[config.mk]
export PLATFORM = sky130hd
export DESIGN_NAME = cjb_mmio_port
export DESIGN_NICKNAME = d
export VERILOG_FILES = /design/src/rtl/cjb_mmio_pkg.sv /design/src/rtl/cjb_debounce.sv /design/src/rtl/cjb_mmio_port.sv
export SDC_FILE = /design/constraint.sdc
export NUM_CORES = 1
export LEC_CHECK = 0
export CORE_UTILIZATION = 43
export CTS_BUF_LIST = sky130_fd_sc_hd__clkbuf_2
export CTS_CLUSTER_DIAMETER = 120
export DETAILED_ROUTE_END_ITERATION = 8
export PLACE_DENSITY = 0.79
export SETUP_SLACK_MARGIN = 0.3
export SLEW_MARGIN = 0
export SYNTH_ARGS = -nofsm -noshare
export SYNTH_HDL_FRONTEND = slang
export SYNTH_SLANG_ARGS = --single-unit
[constraint.sdc]
create_clock -name clk -period 1.4 [get_ports clk]
set_clock_uncertainty 0.05 [all_clocks]
set_input_delay 0.14 -clock clk [delete_from_list [all_inputs] [get_ports clk]]
set_output_delay 0.14 -clock clk [all_outputs]
set_load 0.02 [all_outputs]
[src/rtl/cjb_mmio_pkg.sv]
// Shared constants for the cjbRISC memory-mapped I/O port: register offsets
// within the decode window and control-register bit positions.
package cjb_mmio_pkg;

  localparam int NUM_REGS = 5;
  localparam int OFF_W    = 3;

  typedef enum logic [OFF_W-1:0] {
    OFF_SW      = 3'd0,
    OFF_BTN_LVL = 3'd1,
    OFF_BTN_EVT = 3'd2,
    OFF_LED     = 3'd3,
    OFF_CTRL    = 3'd4
  } reg_off_e;

  localparam int IRQ_EN = 0;

endpackage

[src/rtl/cjb_debounce.sv]
// One pushbutton: 2-flop synchroniser followed by a consecutive-sample
// debounce counter. Flags a press on the edge the stable level falls.
module cjb_debounce #(
  parameter int DEB_CYCLES = 4
) (
  input  logic clk,
  input  logic rst_n,
  input  logic raw,
  output logic stable,
  output logic press
);

  localparam int CNT_W = (DEB_CYCLES > 1) ? $clog2(DEB_CYCLES) : 1;
  localparam logic [CNT_W-1:0] CNT_LAST = CNT_W'(DEB_CYCLES - 1);

  logic             meta_reg;
  logic             sync_reg;
  logic             stable_reg;
  logic             stable_next;
  logic [CNT_W-1:0] cnt_reg;
  logic [CNT_W-1:0] cnt_next;
  logic             accept;

  // Buttons idle high, so every flop in the chain resets to 1.
  always_ff @(posedge clk or negedge rst_n) begin
    if (!rst_n) begin
      meta_reg   <= 1'b1;
      sync_reg   <= 1'b1;
      stable_reg <= 1'b1;
      cnt_reg    <= '0;
    end else begin
      meta_reg   <= raw;
      sync_reg   <= meta_reg;
      stable_reg <= stable_next;
      cnt_reg    <= cnt_next;
    end
  end

  always_comb begin
    accept      = (sync_reg != stable_reg) && (cnt_reg == CNT_LAST);
    stable_next = stable_reg;
    cnt_next    = '0;
    if (sync_reg != stable_reg) begin
      if (accept) begin
        stable_next = sync_reg;
      end else begin
        cnt_next = cnt_reg + 1'b1;
      end
    end
  end

  assign stable = stable_reg;
  assign press  = accept & ~sync_reg;

endmodule

[src/rtl/cjb_mmio_port.sv]
// Memory-mapped switch / pushbutton / LED peripheral with sticky press
// events and a maskable level interrupt, decoded at BASE_ADDR..BASE_ADDR+4.
module cjb_mmio_port
  import cjb_mmio_pkg::*;
#(
  parameter int               DATA_W     = 16,
  parameter int               ADDR_W     = 8,
  parameter logic [ADDR_W-1:0] BASE_ADDR = 8'hF0,
  parameter int               N_SW       = 4,
  parameter int               N_BTN      = 1,
  parameter int               N_LED      = 8,
  parameter int               DEB_CYCLES = 4
) (
  input  logic              clk,
  input  logic              rst_n,
  input  logic [ADDR_W-1:0] addr,
  input  logic [DATA_W-1:0] wr_data,
  input  logic              we,
  input  logic              re,
  output logic [DATA_W-1:0] rd_data,
  input  logic [N_SW-1:0]   sw,
  input  logic [N_BTN-1:0]  pb,
  output logic [N_LED-1:0]  leds,
  output logic              irq
);

  logic [N_SW-1:0]   sw_meta_reg;
  logic [N_SW-1:0]   sw_sync_reg;
  logic [N_BTN-1:0]  btn_stable;
  logic [N_BTN-1:0]  btn_press;
  logic [N_BTN-1:0]  evt_reg;
  logic [N_BTN-1:0]  evt_next;
  logic [N_BTN-1:0]  clr_mask;
  logic [N_LED-1:0]  led_reg;
  logic              irq_en_reg;
  logic              irq_reg;
  logic [DATA_W-1:0] rd_data_reg;
  logic [DATA_W-1:0] rd_word;

  logic [ADDR_W-1:0] offset;
  logic [OFF_W-1:0]  reg_idx;
  logic              hit;
  logic              wr_sel;
  logic              unused_bits;

  // Compare one bit wider so a window near the top of the map cannot wrap.
  assign offset  = addr - BASE_ADDR;
  assign reg_idx = offset[OFF_W-1:0];
  assign hit     = ({1'b0, addr} >= {1'b0, BASE_ADDR}) &&
                   ({1'b0, addr} <  ({1'b0, BASE_ADDR} + (ADDR_W+1)'(NUM_REGS)));
  assign wr_sel  = we & hit;

  assign unused_bits = ^{wr_data, offset};

  generate
    for (genvar gi = 0; gi < N_BTN; gi++) begin : g_btn
      cjb_debounce #(
        .DEB_CYCLES(DEB_CYCLES)
      ) u_debounce (
        .clk   (clk),
        .rst_n (rst_n),
        .raw   (pb[gi]),
        .stable(btn_stable[gi]),
        .press (btn_press[gi])
      );
    end
  endgenerate

  always_comb begin
    rd_word = '0;
    if (hit) begin
      case (reg_off_e'(reg_idx))
        OFF_SW:      rd_word[N_SW-1:0]  = sw_sync_reg;
        OFF_BTN_LVL: rd_word[N_BTN-1:0] = ~btn_stable;
        OFF_BTN_EVT: rd_word[N_BTN-1:0] = evt_reg;
        OFF_LED:     rd_word[N_LED-1:0] = led_reg;
        OFF_CTRL:    rd_word[IRQ_EN]    = irq_en_reg;
        default:     rd_word            = '0;
      endcase
    end
  end

  // A new press beats a same-cycle write-1-to-clear.
  always_comb begin
    clr_mask = '0;
    if (wr_sel && (reg_idx == OFF_BTN_EVT)) begin
      clr_mask = wr_data[N_BTN-1:0];
    end
    evt_next = (evt_reg & ~clr_mask) | btn_press;
  end

  always_ff @(posedge clk or negedge rst_n) begin
    if (!rst_n) begin
      sw_meta_reg <= '0;
      sw_sync_reg <= '0;
      evt_reg     <= '0;
      led_reg     <= '0;
      irq_en_reg  <= 1'b0;
      irq_reg     <= 1'b0;
      rd_data_reg <= '0;
    end else begin
      sw_meta_reg <= sw;
      sw_sync_reg <= sw_meta_reg;
      evt_reg     <= evt_next;
      irq_reg     <= irq_en_reg & (|evt_reg);
      if (wr_sel && (reg_idx == OFF_LED)) begin
        led_reg <= wr_data[N_LED-1:0];
      end
      if (wr_sel && (reg_idx == OFF_CTRL)) begin
        irq_en_reg <= wr_data[IRQ_EN];
      end
      if (re) begin
        rd_data_reg <= rd_word;
      end
    end
  end

  assign rd_data = rd_data_reg;
  assign leds    = led_reg;
  assign irq     = irq_reg;

endmodule

Yosys cells after proc, flatten, opt, wreduce, memory -nomap -nowiden
Index checks and enable logic that the tools add are counted.
- register bits after elaboration: 40
- output and inout bits: 25
- reduce and logical (&&, ||, !) cells: 7
- eq/ne operators: 6
- multiplexer cells: 7
- $add $sub $neg: 2
- order comparisons: 2
- bitwise logic cells: 8
- operators with widths (kind ; number):
    8-bit greater-or-equal comparator (second input constant) ; 1
    8-bit less-than comparator (second input constant) ; 1
    8-bit 2-to-1 mux ; 1
    3-bit by 2-bit == test with 1-bit output (second input constant) ; 2
    3-bit one-hot mux with 2 select lines ; 1
    1-bit logical AND ; 5
    1-bit one-hot mux with 5 select lines ; 1
    1-bit AND ; 4
    2-bit 2-to-1 mux ; 2
    4-bit 2-to-1 mux ; 1
    3-bit by 1-bit == test with 1-bit output (second input constant) ; 1
    3-bit == test (second input constant) ; 1
    3-bit logical NOT ; 1
    1-bit inverter ; 3
    3-bit by 1-bit subtractor with 3-bit output (second input constant) ; 1
    2-bit by 1-bit adder with 2-bit output (second input constant) ; 1
    2-bit == test (second input constant) ; 1
    2-bit AND reduction ; 1
    1-bit 2-to-1 mux ; 1
    1-bit != test ; 1
    1-bit bitwise OR ; 1

Logic depth before layout (Yosys ltp)
Gate-level depths: netlist of the first run.
- depth after elaboration: 8
- mapped depth: 4
- mapped depth without buffers: 3

Cells and area by module
Synthesis of the first run repeated with hierarchy kept, for this count alone.
- cell total of the unflattened synthesis: 104
- area total of the unflattened synthesis: 1353.8 µm²
- by module, submodules not included (module ; cells each ; times used ; area an instance (µm²)):
    cjb_mmio_port ; 93 ; 1 ; 1166.1
    cjb_debounce ; 11 ; 1 ; 187.7

Worst setup path after synthesis of the first run
OpenSTA, ideal clock, no wires.
- path type: in2reg
- start point: input port addr[2]
- end point: register led_reg[0], in the netlist leds[0]
- stages on the path: 4
- arrival time: 0.956 ns
- path slack: 0.270 ns
- required time: 1.225 ns
- cell sequence: buf_6 > and3b_2 > nand4_4 > mux2_2
- longest elaborated chain between the ends: 4
- elaborated cells between the ends (all ways): 7
- ends and longest elaborated chain (element ; RTL line ; text):
    start: declaration ; cjb_mmio_port.sv:16 ; input logic [ADDR_W-1:0] addr,
    8-bit greater-or-equal comparator or 8-bit less-than comparator (tied branches) ; cjb_mmio_port.sv:49, cjb_mmio_port.sv:50 ;
    1-bit logical AND ; cjb_mmio_port.sv:49 ; assign hit = ({1'b0, addr} >= {1'b0, BASE_ADDR}) &&
    1-bit AND ; cjb_mmio_port.sv:51 ; assign wr_sel = we & hit;
    1-bit logical AND (*) ; cjb_mmio_port.sv:106 ; if (wr_sel && (reg_idx == OFF_LED)) begin
    end signal: assignment ; cjb_mmio_port.sv:107 ; led_reg <= wr_data[N_LED-1:0];
    end: declaration ; cjb_mmio_port.sv:34 ; logic [N_LED-1:0] led_reg;
Every way passes the cells marked *; elsewhere a longest branch is shown, timed or not.
A chain may end at the register's enable or synchronous reset.

Worst setup path in the final report of the first run
- start point: register led_reg[0], in the netlist leds[0]
- end point: register rd_data_reg[0], in the netlist rd_data[0]
- longest elaborated chain between the ends: 2
- ends and longest elaborated chain (element ; RTL line ; text):
    1-bit one-hot mux with 5 select lines ; cjb_mmio_port.sv:72 ; case (reg_off_e'(reg_idx))
    8-bit 2-to-1 mux ; cjb_mmio_port.sv:71 ; if (hit) begin
    end signal: assignment ; cjb_mmio_port.sv:113 ; rd_data_reg <= rd_word;
    end: declaration ; cjb_mmio_port.sv:37 ; logic [DATA_W-1:0] rd_data_reg;
Every way passes these cells.

==> metrics.yaml, run 1 <==
status: "finished with violations"
violations: "design-rule violations"
crit_path_end_kind: "flop"
diodes: 0
grt_use_total: 0.212
ant_nets: 0
synthCells: 100
reg2reg_depth: 4
period_minus_slack_ns: 1.20
worst_slack_ns: 0.204
finalHoldViolCount: 0
yosysWarnings: 0
numCtsBuffers: 5
wl_mm: 3.39
synthSimpleGateAreaFrac: 0.105
crit_type: "reg -> reg"
drcViolationCount: 6
initialDrtViolationCount: 30
place_ws_ns: -0.258
muxShareOfSynthArea: 0.102
clock_path_buffers: 2
place_area_sq_mm: 0.00183
finalSetupTns_ns: 0
via_per_inst: 5.39
synth_compound_area_frac: 0.0991
synth_top_family_by_area: "simple AND/OR/NAND/NOR gates"
postSynthAreaPerCell_sq_um: 13.3
final_layout_size_suffix_gt1_frac: 0.413
antenna_found_initial: 0
synth-seq-area-share: 0.607
required_ns: 1.63
synth_seq_cells: 32
num_io_pins: 58
cp.arrival_ns: 1.43
max_freq_ghz: 0.836
die_x_um: 57.5
die_h_um: 57.5
yosys.area_share.adder: 0.00943
grt_pass1_vias: 1080
core_area_sq_mm: 0.00283
slew_viol_final: 0
nNetsFinal: 205
htree_levels: 2
dp_hpwl_mm: 2.10
path_clk_slew_ns: 0.17
cellPowerDensity_mw_per_mm2: 1000
synth_top_cell_area_share: 0.547
reg2reg_to: "rd_data[0]"
crit_fanout: 2
r2r_slack_ns: 0.20
setup_viol: 0
synth.distinct_cells: 31
worstSkewPairLatency_ns: 0.36
r2r_start: "leds[0]"
ys_top_cells_by_area: "dfrtp_1, mux2_2, dfstp_2"
yosysTopAreaCell: "dfrtp_1"
route.detailed.wl_per_inst_um: 16.7
syn_to_final_growth_pct: 54.5
maxCapViolCount: 0
crit_path_start_kind: "flop"
overflow: 0
ir_worst_vdd_mv: 0.834
grt_max_degree: 33
grt_pass1_wl_mm: 5.11
cts_tree: "yes"
final_area_sq_mm: 0.00205
leakage_nw: 1.00
portBuffers: 41
hold_path_class: "in -> async"
initial_core_util: 0.469
cts_hold_buf: 0
grt_setup_unrepaired: "yes"
vias: 1095
synth_xor_area_frac: 0.00660
die_area_sq_mm: 0.00331
post-route-period-util: 0.854
rows: 19
syn_area_sq_mm: 0.00133
clkSinkCount: 32
gp_congestion: 0.803
cts_root_buf: "clkbuf_2"
firstDrtPassIters: 6
==> routing by layer <==
metal	track usage	share of wire	vias up
met5	0	0	-
met2	0.359	0.55	49
met3	0.0748	0.060	11
met4	0.0732	0.024	0
li1	-	-	485
met1	0.249	0.37	550
==> final cells by class <==
| class | count | area [sq um] |
|---|---|---|
| well taps | 31 | 38.8 |
| inverters | 4 | 15.0 |
| fillers | 196 | 779 |
| multi-input cells | 61 | 495 |
| clock buffers | 5 | 25.0 |
| flip-flops and latches | 32 | 806 |
| clock inverters | 3 | 37.5 |
| repair buffers | 67 | 632 |
==> synthesized netlist by cell type <==
cell type  number
nand4_4         1
o21ai_0         2
nor4bb_1        1
a22oi_1         3
a41oi_1         1
o2bb2ai_1       4
dfstp_2         3
xnor2_1         1
and3b_2         1
nor3_1          1
nor2_1          1
buf_4           8
a21oi_1         1
buf_6           1
and2_1          3
nor2b_1         2
inv_1           3
clkinv_1        1
nand3_1         1
dfrtp_1        29
ha_1            1
o211ai_1        1
nand2_1         8
buf_2           1
a31oi_1         1
nand4_1         2
conb_1          1
and4b_1         1
mux2_2         12
a32o_1          1
o41ai_1         3
==> stage by stage <==
stage | util | std cells | hold slack (ns) | power [mW]
floorplan | - | 107 | -0.206 | 1.26
global placement | 0.647 | 181 | 0.284 | 1.41
detailed placement | 0.647 | 181 | 0.285 | 1.43
CTS | 0.701 | 200 | 0.0676 | 2.04
global route | 0.724 | 203 | 0.0536 | 2.15
finish | 0.724 | 203 | 0.0647 | 2.05
==> power by group <==
part	switching, mW	leakage [nW]	internal (mW)	total (mW)
combinational	0.170	0.552	0.212	0.381
clock	0.305	0.0380	0.292	0.597
sequential	0.0573	0.411	1.02	1.08
total	0.532	1.00	1.52	2.05
==> repair_timing <==
item                       CTS  global route
setup buffers               11             3
pin swaps                    5             0
setup endpoints to repair   31            21
gates resized for setup    111             9
==> logic make-up (layout without fill, tap and decap cells) <==
family                   Yosys count  count (layout)
AND/OR/NAND/NOR                   22              22
XOR/XNOR                           1               1
flip-flops                        32              32
AO/OA/AOI/OAI                     17              17
buffers and inverters             14              79
multiplexers                      12              12
other                              1               8
adder cells (fa/ha/maj)            1               1
==> worst max path at each step <==
stage,from,end,slack (ns),cells after the start
final,leds[0],rd_data[0],0.20,4
after global routing,leds[0],rd_data[0],0.17,4
after CTS,leds[0],rd_data[0],0.22,4
after detailed placement,addr[3],leds[0],-0.26,4
after global placement,addr[7],leds[0],-0.21,4
after floorplan,addr[7],leds[0],0.29,4
==> worst max-delay path, cell delays in order (launching register included) <==
cell	delay (ns)
dfrtp_2	0.46
buf_6	0.12
mux2_4	0.26
a31oi_4	0.13
a21oi_2	0.07
==> cells in the final DEF, fill, tap and decap left out, types with 2 or more instances in the layout <==
cell / instances
mux2_2: 9
dfstp_2: 3
clkinv_1: 3
a22oi_1: 3
and2_1: 3
o2bb2ai_1: 4
buf_4: 24
inv_1: 3
buf_6: 18
clkdlybuf4s50_1: 15
o21ai_0: 2
dlygate4sd2_1: 9
nand4_1: 2
conb_1: 8
clkbuf_2: 5
mux2_4: 3
dfrtp_1: 28
o41ai_1: 2
nand2_1: 8
nor2b_1: 2
(Power assumes the default switching activity.)
==> run 2, diff against run 1 <==
- CELL_PAD_IN_SITES_DETAIL_PLACEMENT: default -> 0
- CELL_PAD_IN_SITES_GLOBAL_PLACEMENT: default -> 1
- CORE_UTILIZATION: 43 -> 33
- HOLD_SLACK_MARGIN: default -> 0.05
- PLACE_DENSITY: 0.79 -> 0.83
==> metrics.yaml, run 2 (synthesis gave the netlist of run 1 again) <==
status: "finished, final reports clean"  # was finished with violations
via_per_inst: 4.69  # was 5.39
num_io_pins: 58  # unchanged
syn_to_final_growth_pct: 56.7  # was 54.5%
ant_nets: 0  # unchanged
clkSinkCount: 32  # unchanged
antenna_found_initial: 0  # unchanged
ir_worst_vdd_mv: 0.725  # was 0.834 mV
maxCapViolCount: 0  # unchanged
route.detailed.wl_per_inst_um: 13.7  # was 16.7 um
rows: 22  # was 19
slew_viol_final: 0  # unchanged
cts_root_buf: "clkbuf_2"  # unchanged
firstDrtPassIters: 4  # was 6
crit_fanout: 2  # unchanged
crit_chain: "buf_6 > mux2_4 > a31oi_1 > a21oi_1"  # was buf_6 > mux2_4 > a31oi_4 > a21oi_2
crit_type: "reg -> reg"  # unchanged
required_ns: 1.62  # was 1.63 ns
grt_setup_unrepaired: "yes"  # unchanged
vias: 1041  # was 1,095
critPathTopFamily: "flip-flops"  # unchanged
setup_viol: 0  # unchanged
leakage_nw: 1.00  # about the same
post-route-period-util: 0.864  # was 0.854
worst_path_largest_cell_delay_ns: 0.47  # was 0.46 ns
drcViolationCount: 0  # was 6
final_cells: 222  # was 203
portBuffers: 41  # unchanged
gp_congestion: 0.767  # was 0.803
wl_mm: 3.04  # was 3.39 mm
core_area_sq_mm: 0.00374  # was 0.00283 sq mm
overflow: 0  # unchanged
place_ws_ns: -0.254  # was -0.258 ns
hold_path_class: "in -> reg"  # was in -> async
layout_commonest_cell: "dfrtp_1"  # unchanged
cts_tree: "yes"  # unchanged
path_clk_slew_ns: 0.18  # was 0.17 ns
numCtsBuffers: 5  # unchanged
dp_hpwl_mm: 2.22  # was 2.10 mm
cellPowerDensity_mw_per_mm2: 991  # was 1000 mW/mm^2
crit_path_start_kind: "flop"  # unchanged
num-fill-cells: 327  # was 196
die_x_um: 65.4  # was 57.5 um
grt_max_degree: 33  # unchanged
crit_path_end_kind: "flop"  # unchanged
dp_cells: 197  # was 181
worst_slack_ns: 0.191  # was 0.204 ns
period_minus_slack_ns: 1.21  # was 1.20 ns
initialDrtViolationCount: 33  # was 30
die_area_sq_mm: 0.00428  # was 0.00331 sq mm
slowest_stage: "dfrtp_2"  # unchanged
cp_num_buf_inv: 1  # unchanged
diodes: 0  # unchanged
clock_path_buffers: 2  # unchanged
grt_use_total: 0.152  # was 0.212
grt_pass1_wl_mm: 4.66  # was 5.11 mm
grt_pass1_vias: 1047  # was 1,080
cp.arrival_ns: 1.43  # about the same
finalSetupTns_ns: 0  # unchanged
nNetsFinal: 207  # was 205
max_freq_ghz: 0.827  # was 0.836 GHz
mostFrequentLayoutCells: "dfrtp_1, buf_4, buf_6, clkdlybuf4s50_1, mux2_2"  # was dfrtp_1, buf_4, buf_6, clkdlybuf4s50_1
finalHoldViolCount: 0  # unchanged
htree_levels: 2  # unchanged
final_layout_size_suffix_gt1_frac: 0.420  # was 0.413
initial_core_util: 0.354  # was 0.469
worstSkewPairLatency_ns: 0.36  # about the same
die_h_um: 65.4  # was 57.5 um
==> run 2: what timing repair did <==
| action | CTS | global route |
|---|---|---|
| pin swaps | 4 | 0 |
| gates resized for setup | 114 | 2 |
| endpoints found under the hold margin | 0 | 9 |
| setup buffers | 13 | 3 |
| setup endpoints to repair | 31 | 21 |
| hold buffers | 0 | 1 |
==> run 2: metal layers <==
| layer | GRT usage | up-vias | routed length [um] |
|---|---|---|---|
| met2 | 0.245 | 43 | 1520 |
| met4 | 0.0761 | 0 | 77 |
| met5 | 0 | - | 0 |
| li1 | - | 489 | - |
| met1 | 0.176 | 499 | 1260 |
| met3 | 0.0573 | 10 | 182 |
==> run 2: final cells by class <==
class / instances / area (sq um) / share of cell area
Inverter: 4 / 15.0 / 0.00722
Clock buffer: 5 / 25.0 / 0.0120
Tap cell: 48 / 60.1 / 0.0289
Timing Repair Buffer: 69 / 652 / 0.314
Clock inverter: 3 / 42.5 / 0.0205
Sequential cell: 32 / 806 / 0.388
Multi-Input combinational cell: 61 / 478 / 0.230
==> run 2: report_power, final <==
part	switching (mW)	internal [mW]	leakage, nW
registers	0.0541	1.02	0.411
logic	0.156	0.212	0.550
clock network	0.321	0.299	0.0390
==> run 2: worst paths after layout <==
check	endpoint	slack, ns	cells after the start	start
setup / recovery	rd_data[0]	0.19	4	leds[0]
max in group asynchronous	g_btn[0].u_debounce.meta_reg	0.44	3	rst_n
setup reg to reg	rd_data[0]	0.19	4	leds[0]
hold reg to reg	g_btn[0].u_debounce.sync_reg	0.32	0	g_btn[0].u_debounce.meta_reg
hold / removal	g_btn[0].u_debounce.meta_reg	0.11	1	pb
min in group asynchronous	leds[0]	0.60	3	rst_n
==> run 2: through the flow <==
step           instance area [sq um]   util  hold WS [ns]  total power, mW
6_report                        2080  0.555         0.109             2.06
5_1_grt                         2080  0.555        0.0633             2.16
3_5_place_dp                    1840  0.492         0.295             1.43
3_3_place_gp                    1840  0.492         0.286             1.41
4_1_cts                         2040  0.544        0.0503             2.08
2_1_floorplan                   1360      -        -0.206             1.26
